File: config.mk
export PLATFORM = sky130hd
export DESIGN_NAME = addr_result_fifo_flat
export DESIGN_NICKNAME = d
export VERILOG_FILES = /design/src/rtl/addr_result_fifo_pkg.sv /design/src/rtl/addr_result_fifo_if.sv /design/src/rtl/addr_fifo_ctrl.sv /design/src/rtl/addr_result_fifo.sv /design/src/flat_wrapper.sv
export SDC_FILE = /design/constraint.sdc
export NUM_CORES = 1
export LEC_CHECK = 0
export ABC_CLOCK_PERIOD_IN_PS = 1910
export CAP_MARGIN = 20
export CORE_ASPECT_RATIO = 0.6
export CORE_UTILIZATION = 47
export CTS_CLUSTER_DIAMETER = 100
export DETAILED_ROUTE_END_ITERATION = 10
export PLACE_DENSITY = 0.84
export SYNTH_ARGS = -nofsm -noshare
export SYNTH_HDL_FRONTEND = slang
export SYNTH_SLANG_ARGS = --single-unit
File: constraint.sdc
create_clock -name clk -period 1.91 [get_ports clk]
set_input_delay 0.382 -clock clk [delete_from_list [all_inputs] [get_ports clk]]
set_output_delay 0.382 -clock clk [all_outputs]
set_load 0.03 [all_outputs]
File: src/rtl/addr_result_fifo_pkg.sv
// rtl/addr_result_fifo_pkg.sv - shared parameters, entry layout and clog2 helper for the adder result FIFO
//
// Purpose: default sizes, the {carry, sum} entry field positions and a
// constant-evaluable clog2 used to size pointers and the level output.

package addr_result_fifo_pkg;

  localparam int DEF_DEPTH  = 4;
  localparam int DEF_DATA_W = 8;
  localparam int DEF_CNT_W  = 8;

  // Entry layout: carry sits directly above the sum field.
  localparam int ENTRY_W   = DEF_DATA_W + 1;
  localparam int CARRY_BIT = DEF_DATA_W;
  localparam int SUM_LSB   = 0;

  function automatic int clog2(input int n);
    int r;
    int v;
    r = 0;
    v = n - 1;
    while (v > 0) begin
      r = r + 1;
      v = v >> 1;
    end
    return r;
  endfunction

endpackage

File: src/rtl/addr_result_fifo_if.sv
// rtl/addr_result_fifo_if.sv - producer/consumer/status bundle of the adder result FIFO
//
// Purpose: groups every FIFO signal except clk/reset_n.
// Ports (slave = FIFO side):
//   in_sum, in_carry, in_ready      adder result and its valid strobe
//   out_data, out_valid, out_take   FWFT head entry and pop handshake
//   full, empty, level              occupancy status
//   overflow, drop_count            sticky drop flag and saturating drop count
//   clr_overflow                    synchronous clear of the drop status

interface addr_result_fifo_if #(
  parameter int DATA_W = addr_result_fifo_pkg::DEF_DATA_W,
  parameter int CNT_W  = addr_result_fifo_pkg::DEF_CNT_W,
  parameter int DEPTH  = addr_result_fifo_pkg::DEF_DEPTH
);
  localparam int LVL_W = addr_result_fifo_pkg::clog2(DEPTH) + 1;

  logic [DATA_W-1:0] in_sum;
  logic              in_carry;
  logic              in_ready;
  logic [DATA_W:0]   out_data;
  logic              out_valid;
  logic              out_take;
  logic              full;
  logic              empty;
  logic [LVL_W-1:0]  level;
  logic              overflow;
  logic [CNT_W-1:0]  drop_count;
  logic              clr_overflow;

  modport master (
    output in_sum, in_carry, in_ready, out_take, clr_overflow,
    input  out_data, out_valid, full, empty, level, overflow, drop_count
  );

  modport slave (
    input  in_sum, in_carry, in_ready, out_take, clr_overflow,
    output out_data, out_valid, full, empty, level, overflow, drop_count
  );

endinterface

File: src/rtl/addr_fifo_ctrl.sv
// rtl/addr_fifo_ctrl.sv - pointer, occupancy and push/pop qualification for the adder result FIFO
//
// Purpose: keeps wrap-bit read/write pointers and derives status from them.
// Ports:
//   clk, reset_n          clock, asynchronous active-low reset
//   in_ready, out_take    raw write strobe and consumer take
//   push, pop, drop       qualified write, qualified read, rejected write
//   wr_idx, rd_idx        storage indices for write and head read
//   full, empty, out_valid, level   status from registered pointers only

module addr_fifo_ctrl
  import addr_result_fifo_pkg::*;
#(
  parameter int DEPTH = DEF_DEPTH,
  localparam int IDX_W = clog2(DEPTH),
  localparam int PTR_W = IDX_W + 1
) (
  input  logic             clk,
  input  logic             reset_n,
  input  logic             in_ready,
  input  logic             out_take,
  output logic             push,
  output logic             pop,
  output logic             drop,
  output logic [IDX_W-1:0] wr_idx,
  output logic [IDX_W-1:0] rd_idx,
  output logic             full,
  output logic             empty,
  output logic             out_valid,
  output logic [PTR_W-1:0] level
);

  logic [PTR_W-1:0] wr_ptr;
  logic [PTR_W-1:0] rd_ptr;

  assign wr_idx    = wr_ptr[IDX_W-1:0];
  assign rd_idx    = rd_ptr[IDX_W-1:0];

  // Same index with opposite wrap bits means the writer is a full lap ahead.
  assign empty     = (wr_ptr == rd_ptr);
  assign full      = (wr_idx == rd_idx) && (wr_ptr[IDX_W] != rd_ptr[IDX_W]);
  assign level     = wr_ptr - rd_ptr;
  assign out_valid = !empty;

  assign pop       = out_valid & out_take;
  // A pop in the same cycle frees the slot the push needs, so a full FIFO still accepts.
  assign push      = in_ready & (!full | pop);
  assign drop      = in_ready & full & !pop;

  always_ff @(posedge clk or negedge reset_n) begin
    if (!reset_n) begin
      wr_ptr <= '0;
      rd_ptr <= '0;
    end else begin
      if (push) wr_ptr <= wr_ptr + PTR_W'(1);
      if (pop)  rd_ptr <= rd_ptr + PTR_W'(1);
    end
  end

endmodule

File: src/rtl/addr_result_fifo.sv
// rtl/addr_result_fifo.sv - FWFT capture FIFO for {carry, sum} adder results with drop accounting
//
// Purpose: stores one adder result per in_ready cycle, presents the head with
// a valid/take handshake, and counts results rejected while full.
// Ports:
//   clk      clock, rising edge
//   reset_n  asynchronous active-low reset
//   bus      addr_result_fifo_if.slave (input stream, output stream, status)

module addr_result_fifo
  import addr_result_fifo_pkg::*;
#(
  parameter int DEPTH  = DEF_DEPTH,
  parameter int DATA_W = DEF_DATA_W,
  parameter int CNT_W  = DEF_CNT_W
) (
  input  logic                clk,
  input  logic                reset_n,
  addr_result_fifo_if.slave   bus
);

  localparam int IDX_W = clog2(DEPTH);
  localparam int PTR_W = IDX_W + 1;
  localparam int E_W   = DATA_W + 1;
  localparam int C_BIT = DATA_W;

  logic             push;
  logic             pop;
  logic             drop;
  logic [IDX_W-1:0] wr_idx;
  logic [IDX_W-1:0] rd_idx;
  logic [PTR_W-1:0] level;
  logic [E_W-1:0]   wr_entry;
  logic [E_W-1:0]   mem [DEPTH];
  logic             overflow_q;
  logic [CNT_W-1:0] drop_count_q;

  addr_fifo_ctrl #(.DEPTH(DEPTH)) u_ctrl (
    .clk       (clk),
    .reset_n   (reset_n),
    .in_ready  (bus.in_ready),
    .out_take  (bus.out_take),
    .push      (push),
    .pop       (pop),
    .drop      (drop),
    .wr_idx    (wr_idx),
    .rd_idx    (rd_idx),
    .full      (bus.full),
    .empty     (bus.empty),
    .out_valid (bus.out_valid),
    .level     (level)
  );

  assign bus.level = level;

  always_comb begin
    wr_entry                   = '0;
    wr_entry[C_BIT]            = bus.in_carry;
    wr_entry[C_BIT-1:SUM_LSB]  = bus.in_sum;
  end

  // Storage holds no reset: contents are only observed through out_valid.
  always_ff @(posedge clk) begin
    if (push) mem[wr_idx] <= wr_entry;
  end

  assign bus.out_data = bus.out_valid ? mem[rd_idx] : '0;

  // A drop coinciding with a clear wins: the clear is overridden and this drop is counted as the first.
  always_ff @(posedge clk or negedge reset_n) begin
    if (!reset_n) begin
      overflow_q   <= 1'b0;
      drop_count_q <= '0;
    end else if (drop) begin
      overflow_q <= 1'b1;
      if (bus.clr_overflow)
        drop_count_q <= CNT_W'(1);
      else if (drop_count_q != {CNT_W{1'b1}})
        drop_count_q <= drop_count_q + CNT_W'(1);
    end else if (bus.clr_overflow) begin
      overflow_q   <= 1'b0;
      drop_count_q <= '0;
    end
  end

  assign bus.overflow   = overflow_q;
  assign bus.drop_count = drop_count_q;

endmodule

File: src/flat_wrapper.sv
// flat-port wrapper written by rule: the top's interface ports become plain ports
module addr_result_fifo_flat import addr_result_fifo_pkg::*;
#(
  parameter int DEPTH  = DEF_DEPTH,
  parameter int DATA_W = DEF_DATA_W,
  parameter int CNT_W  = DEF_CNT_W
)
  (clk, reset_n, bus_in_sum, bus_in_carry, bus_in_ready, bus_out_take, bus_clr_overflow, bus_out_data, bus_out_valid, bus_full, bus_empty, bus_level, bus_overflow, bus_drop_count);
  addr_result_fifo_if #(.DATA_W(DATA_W), .CNT_W(CNT_W), .DEPTH(DEPTH)) bus_i ();
  input  logic clk;
  input  logic reset_n;
  input wire logic [$bits(bus_i.in_sum)-1:0] bus_in_sum;
  input wire logic [$bits(bus_i.in_carry)-1:0] bus_in_carry;
  input wire logic [$bits(bus_i.in_ready)-1:0] bus_in_ready;
  input wire logic [$bits(bus_i.out_take)-1:0] bus_out_take;
  input wire logic [$bits(bus_i.clr_overflow)-1:0] bus_clr_overflow;
  output wire logic [$bits(bus_i.out_data)-1:0] bus_out_data;
  output wire logic [$bits(bus_i.out_valid)-1:0] bus_out_valid;
  output wire logic [$bits(bus_i.full)-1:0] bus_full;
  output wire logic [$bits(bus_i.empty)-1:0] bus_empty;
  output wire logic [$bits(bus_i.level)-1:0] bus_level;
  output wire logic [$bits(bus_i.overflow)-1:0] bus_overflow;
  output wire logic [$bits(bus_i.drop_count)-1:0] bus_drop_count;
  assign bus_i.in_sum = bus_in_sum;
  assign bus_i.in_carry = bus_in_carry;
  assign bus_i.in_ready = bus_in_ready;
  assign bus_i.out_take = bus_out_take;
  assign bus_i.clr_overflow = bus_clr_overflow;
  assign bus_out_data = bus_i.out_data;
  assign bus_out_valid = bus_i.out_valid;
  assign bus_full = bus_i.full;
  assign bus_empty = bus_i.empty;
  assign bus_level = bus_i.level;
  assign bus_overflow = bus_i.overflow;
  assign bus_drop_count = bus_i.drop_count;
  addr_result_fifo #(.DEPTH(DEPTH), .DATA_W(DATA_W), .CNT_W(CNT_W)) u_core (.clk(clk), .reset_n(reset_n), .bus(bus_i));
endmodule
Word-level counts from Yosys, hierarchy flattened
Memory sizes are Yosys's and may differ from the RTL's.
Index checks and enable logic that the tools add are counted.
{"block": "totals", "out_inout_bits": 24, "ram_bits": 36, "in_bits": 14, "word_cells": 34, "regBits": 15, "n_memories": 1}
{"name": "u_core.mem", "words": 4, "width": 9, "rd": 1, "rd_clocked_by_memory_dff": 0, "wr": 1, "line_no": "addr_result_fifo.sv:34", "text": "logic [E_W-1:0] mem [DEPTH];"}
{"block": "classes", "reduce_logical": 7, "mux": 9, "n_eq_ne": 4, "addsub": 4, "bitwise_logic": 5}
{"operator": "two-way mux 8 bit", "count": 4}
{"operator": "two-way mux 9 bit", "count": 1}
{"operator": "adder 8 x 1 -> 8 bit (second input constant)", "count": 1}
{"operator": "inequality test 8 bit (second input constant)", "count": 1}
{"operator": "adder 3 x 1 -> 3 bit (second input constant)", "count": 2}
{"operator": "AND 1 bit", "count": 4}
{"operator": "two-way mux 1 bit", "count": 4}
{"operator": "nonzero test 2 bit", "count": 2}
{"operator": "== test 3 bit", "count": 1}
{"operator": "zero test 1 bit", "count": 3}
{"operator": "subtractor 3 bit", "count": 1}
{"operator": "== test 2 bit", "count": 1}
{"operator": "AND reduction 2 bit", "count": 1}
{"operator": "logical AND 1 bit", "count": 1}
{"operator": "inequality test 1 bit", "count": 1}
{"operator": "OR 1 bit", "count": 1}

Longest topological paths before layout
{"block": "depth", "word_depth": 7, "ltp_mapped": 7, "mapped_depth_nobuf": 6}

By module
From an unflattened synthesis, not the netlist that was laid out.
{"block": "unflattened", "cells_unflattened": 154, "hier_area_um2": 2328.5}
{"module": "addr_result_fifo", "seq_area_each_um2": 1306.3, "area_per_inst_um2": 1863.0, "n_inst": 1, "cells_per_inst": 108}
{"module": "addr_fifo_ctrl", "seq_area_each_um2": 150.1, "area_per_inst_um2": 465.4, "n_inst": 1, "cells_per_inst": 46}

Worst setup path before layout
OpenSTA, ideal clock, no wires.
{"block": "synth_path", "kind": "reg2out", "start": "register u_core.u_ctrl.rd_ptr[1]", "end": "output port bus_out_data[0]", "setup_slack_ns": -0.493, "path_stages_with_launch": 7, "path_buffers": 2, "t_required_ns": 1.528, "t_arrival_ns": 2.021, "cell_sequence": "dfrtp_1 > clkbuf_1 > inv_1 > ha_1 > nand3_1 > clkbuf_1 > and2_1"}
{"block": "synth_via", "elab_chain_len": 2, "elab_cells_between_ends": 3, "cone_classes": "eq/ne (1); mux (1); memory (1)"}
{"item": "from (decl)", "line_no": "addr_fifo_ctrl.sv:34", "text": "logic [PTR_W-1:0] rd_ptr;"}
{"item": "from (signal assigned)", "line_no": "addr_fifo_ctrl.sv:56", "text": "if (pop) rd_ptr <= rd_ptr + PTR_W'(1);"}
{"item": "memory (4 x 9 bit) or == test 3 bit (tied branches)"}
{"item": "two-way mux 9 bit (*)", "line_no": "addr_result_fifo.sv:67", "text": "assign bus.out_data = bus.out_valid ? mem[rd_idx] : '0;"}
{"item": "to (decl)", "line_no": "flat_wrapper.sv:17", "text": "output wire logic [$bits(bus_i.out_data)-1:0] bus_out_data;"}
Every way passes the cells marked *; elsewhere a longest branch is shown, timed or not.

Worst setup path after layout
{"block": "layout_path", "start": "register u_core.u_ctrl.rd_ptr[0]", "end": "output port bus_out_data[6]"}
Same word-level chain as after synthesis.

==> results.txt <==
----------------------------------------------------
[Outcome]
  Run status ... finished with violations
  Failing checks ... negative setup slack

[Floorplanning]
  Number of top-level design ports ... 38
  Floorplan row count ... 19
  Die boundary height ... 56.0 um
  Starting density of the core ... between 40 and 50%
  Area of the die ... just over 5000 sq um
  Die Width ... 92.0 um
  Total core area ... between 4000 and 5000 sq um

[Drt]
  Number of nets with antenna violations after routing ... 0
  First-pass iteration count of the detailed router ... 4
  Wire length per cell ... approximately 20 um
  Routed vias ... 1,525
  Per-cell via count in the routed design ... ~5.7
  Total wire length ... between 5000 and 6000 um
  First-iteration detailed-routing DRC count ... 130
  DRC violation count after routing ... 0

[Layout]
  Utilization after layout ... 68.1%
  Antenna cells ... 0
  Filler cells ... 294
  Fraction of layout cells with a size suffix above 1 ... around two fifths
  Number of nets in the final layout ... 228
  Area delta synth->final ... 37.4%

[Yosys]
  Post-synthesis xor/xnor area fraction ... approximately 2.6%
  Synth Area in Compound Gates ... approximately 3.8%
  Synth area leaders ... sky130_fd_sc_hd__edfxtp_1 47%, sky130_fd_sc_hd__dfrtp_1 16%, sky130_fd_sc_hd__mux4_2 8.9%
  Fraction of post-synthesis cell area in the top cell type by area ... a little under half
  Mean Syn Cell Area ... ~16 sq um
  YS warnings ... 0
  Post-synthesis instance area ... 2290 sq um
  Cell taking the most area after synthesis ... sky130_fd_sc_hd__edfxtp_1
  Prevailing post-synth register cell ... sky130_fd_sc_hd__edfxtp_1
  Share of the yosys chip area belonging to registers ... between 60% and 70%
  Nets in the synthesized netlist ... 170
  Async SR Flop Fraction ... a little under 30%
  List of most frequent post-synthesis cells ... 36 x sky130_fd_sc_hd__edfxtp_1, 15 x sky130_fd_sc_hd__dfrtp_1, 12 x sky130_fd_sc_hd__and2_1
  Fraction of synthesized area in multiplexers ... between 10% and 20%
  Number of enable flip-flop cells after synthesis ... 36
  Post-synthesis register bit count ... 51
  Most frequent cell after synthesis ... sky130_fd_sc_hd__edfxtp_1
  Post-synth cell types ... 37
  Simple-gate area share of the yosys netlist ... approximately an eighth
  Largest family of logic cells by synthesized area ... simple AND/OR/NAND/NOR gates
  Gate Count Post-Synth ... ~150
  Post-synthesis share of cell area spent on full adders, half adders and majority gates ... under 10%

[Power and ir drop]
  Internal Power ... between 3 and 4 mW
  Power Dens Cells ... 1920 nW/um^2
  Share of total power in the clock network ... between 10% and 20%
  Psw ... approximately 2.4 mW
  Proportion of power drawn by combinational gates ... between 60% and 70%
  Maximum vdd ir drop ... 0.000934 V
  Sequential share of power ... between 20% and 30%
  Leakage power summed over all cells ... approximately 1.3 nW
  Switching power as a share of total power ... 39.9%

[Worst setup path]
  Kind of end point of the critical path ... primary output
  Number of cell instances on the worst register-to-register path ... 7
  Startpoint Class ... register
  Critical path type ... register to primary output
  Req. time, crit path ... between 1500 and 2000 ps
  Crit path arrival time ... 1780 ps
  Cell breakdown of the critical path ... buf_12 > mux4_2 > and2_4 > buf_6
  Slowest-stage cell, CP ... sky130_fd_sc_hd__mux4_2
  Highest net fanout along the worst path ... 8
  CP max stage delay ... ~530 ps

[Min path]
  Hold WC Path Type ... primary input to asynchronous set/reset pin

[Global routing]
  Number of global-route vias before repair ... between 1,500 and 2,000
  Maximum number of pins on one net before global-route repair ... 17
  Initial antenna violation count ... 0
  Overall track demand over capacity in global routing ... between 20 and 25%
  First-pass GRT wire length ... ~7700 um
  Total congestion overflow after global routing ... 0

[STA]
  Unrepaired setup endpoints after global routing ... yes
  Post-layout worst setup margin ... -250 ps
  Setup Total Neg Slack ... -2060 ps
  Peak Freq ... about 460 MHz
  Final hold viol count ... 0
  Fin. max-slew vios ... 0
  Final Setup Violations ... 13
  Final worst-path cycle share ... 113%
  Worst-Margin Slew ... a little over 400 ps
  Setup clock skew after layout ... between 10 and 15 ps
  Normalized max-slew margin ... about 73%
  Clock period minus worst slack ... around 2200 ps

[Clock tree]
  Clock latency on the worst-skew pair ... slightly above 300 ps
  Number of levels in the clock H-tree ... 2
  Clock tree from TritonCTS ... done
  Clk slew on worst S/H paths ... 100 ps
  Total CTS buffers ... 5
  CTS sink cnt ... 51
  Clk buf depth ... 2
  Clock Tree Root ... sky130_fd_sc_hd__clkbuf_8

[Placed design]
  Gpl congestion ... approximately 0.85
  Port Buffer Count ... 37
  Final HPWL DP ... approximately 3300 um

[Run]
  Max-cap viol count ... 0

----------------------------------------------------
## per-stage QoR
| step | instances | hold slack [ps] | total power, mW | area [sq um] | worst slack [ps] |
|---|---|---|---|---|---|
| after floorplan | 147 | 86.4 | 3.46 | 2350 | -5.36 |
| after global placement | 252 | 524 | 4.37 | 2810 | -8.63 |
| after detailed placement | 252 | 555 | 4.46 | 2810 | -167 |
| after global routing | 269 | 392 | 6.29 | 3140 | -291 |
| final | 269 | 377 | 6.04 | 3140 | -250 |
| after CTS | 265 | 376 | 5.84 | 3070 | -216 |
## area by class of cell
class / instances / area, sq um / share of cell area, %
sequential: 51 / 1460 / 46.4
clock inverter: 1 / 8.76 / 0.279
tap: 63 / 78.8 / 2.51
clock buffer: 7 / 108 / 3.42
multi-input combinational: 84 / 897 / 28.6
inverter: 8 / 30.0 / 0.956
timing repair buffer: 55 / 561 / 17.8
## critical path, delay by kind of cell (launching register included)
kind,cells,cell delay [ps]
flops,1,480
simple gates,1,160
mux,1,530
buf+inv,2,300
## path summary, 6_finish.rpt
path / start / endpoint / slack (ps)
worst max-delay path: u_core.u_ctrl.rd_ptr[0] / bus_out_data[6] / -250
worst min-delay path: reset_n / u_core.bus.drop_count[6] / 380
worst max register to register: u_core.u_ctrl.rd_ptr[0] / u_core.bus.drop_count[3] / -10
worst min register to register: u_core.bus.overflow / u_core.bus.overflow / 590
max in group asynchronous: reset_n / u_core.u_ctrl.wr_ptr[1] / 1320
min in group clk: u_core.bus.overflow / u_core.bus.overflow / 590
## layout by cell type (no fill, tap or decap), drive strengths merged
| master | count |
|---|---|
| and2 | 13 |
| or2 | 1 |
| nor4b | 1 |
| mux4 | 9 |
| mux2i | 2 |
| clkbuf | 7 |
| inv | 9 |
| nor3 | 1 |
| a21oi | 1 |
| xnor2 | 5 |
| ha | 8 |
| nor2 | 7 |
| nand4 | 2 |
| buf | 33 |
| nor4 | 2 |
| edfxtp | 36 |
| nand3 | 4 |
| a211oi | 2 |
| a311oi | 3 |
| and4 | 1 |
| nor3b | 1 |
| clkdlybuf4s50 | 17 |
| a31oi | 2 |
| nand2 | 6 |
| o32ai | 1 |
| and4b | 1 |
| dlymetal6s2s | 5 |
| dfrtp | 15 |
| xor2 | 1 |
| fa | 1 |
| mux2 | 1 |
| nand4b | 1 |
| o31a | 1 |
| o21ai | 2 |
| and3 | 4 |
## cells by family after synthesis
group / Yosys count
flip-flops: 51
AO/OA/AOI/OAI: 12
AND/OR/NAND/NOR: 45
XOR/XNOR: 6
adder cells (fa/ha/maj): 9
multiplexers: 12
buffers and inverters: 12
## sequential cells by signal (all words and copies together), names as in the netlist
register,flops
u_core.bus.drop_count,8
u_core.bus.overflow,1
u_core.mem,36
u_core.u_ctrl.rd_ptr,3
u_core.u_ctrl.wr_ptr,3
## routing by layer
metal	GRT usage, %	vias up	part of all wire [%]
met3	3.55	14	3.4
met5	0	-	0
met1	27.6	781	43
li1	-	678	-
met4	8.71	0	2.7
met2	31.9	52	51
## timing repair
action | 4_1_cts | 5_1_grt
setup buffers | 4 | 4
endpoints found under the setup margin | 28 | 45
gates cloned | 1 | 0
gates resized for setup | 34 | 15
hold buffers | 0 | 0
pin swaps | 11 | 7
## power by group through the flow
stage / sequential (mW) / combinational, mW / clock, mW
2_1_floorplan: 1.61 / 1.85 / 0
3_3_place_gp: 1.60 / 2.77 / 0
3_5_place_dp: 1.63 / 2.83 / 0
4_1_cts: 1.61 / 3.49 / 0.742
5_1_grt: 1.65 / 3.86 / 0.783
6_report: 1.62 / 3.67 / 0.745
No activity file was read; power rests on OpenSTA's default activity.
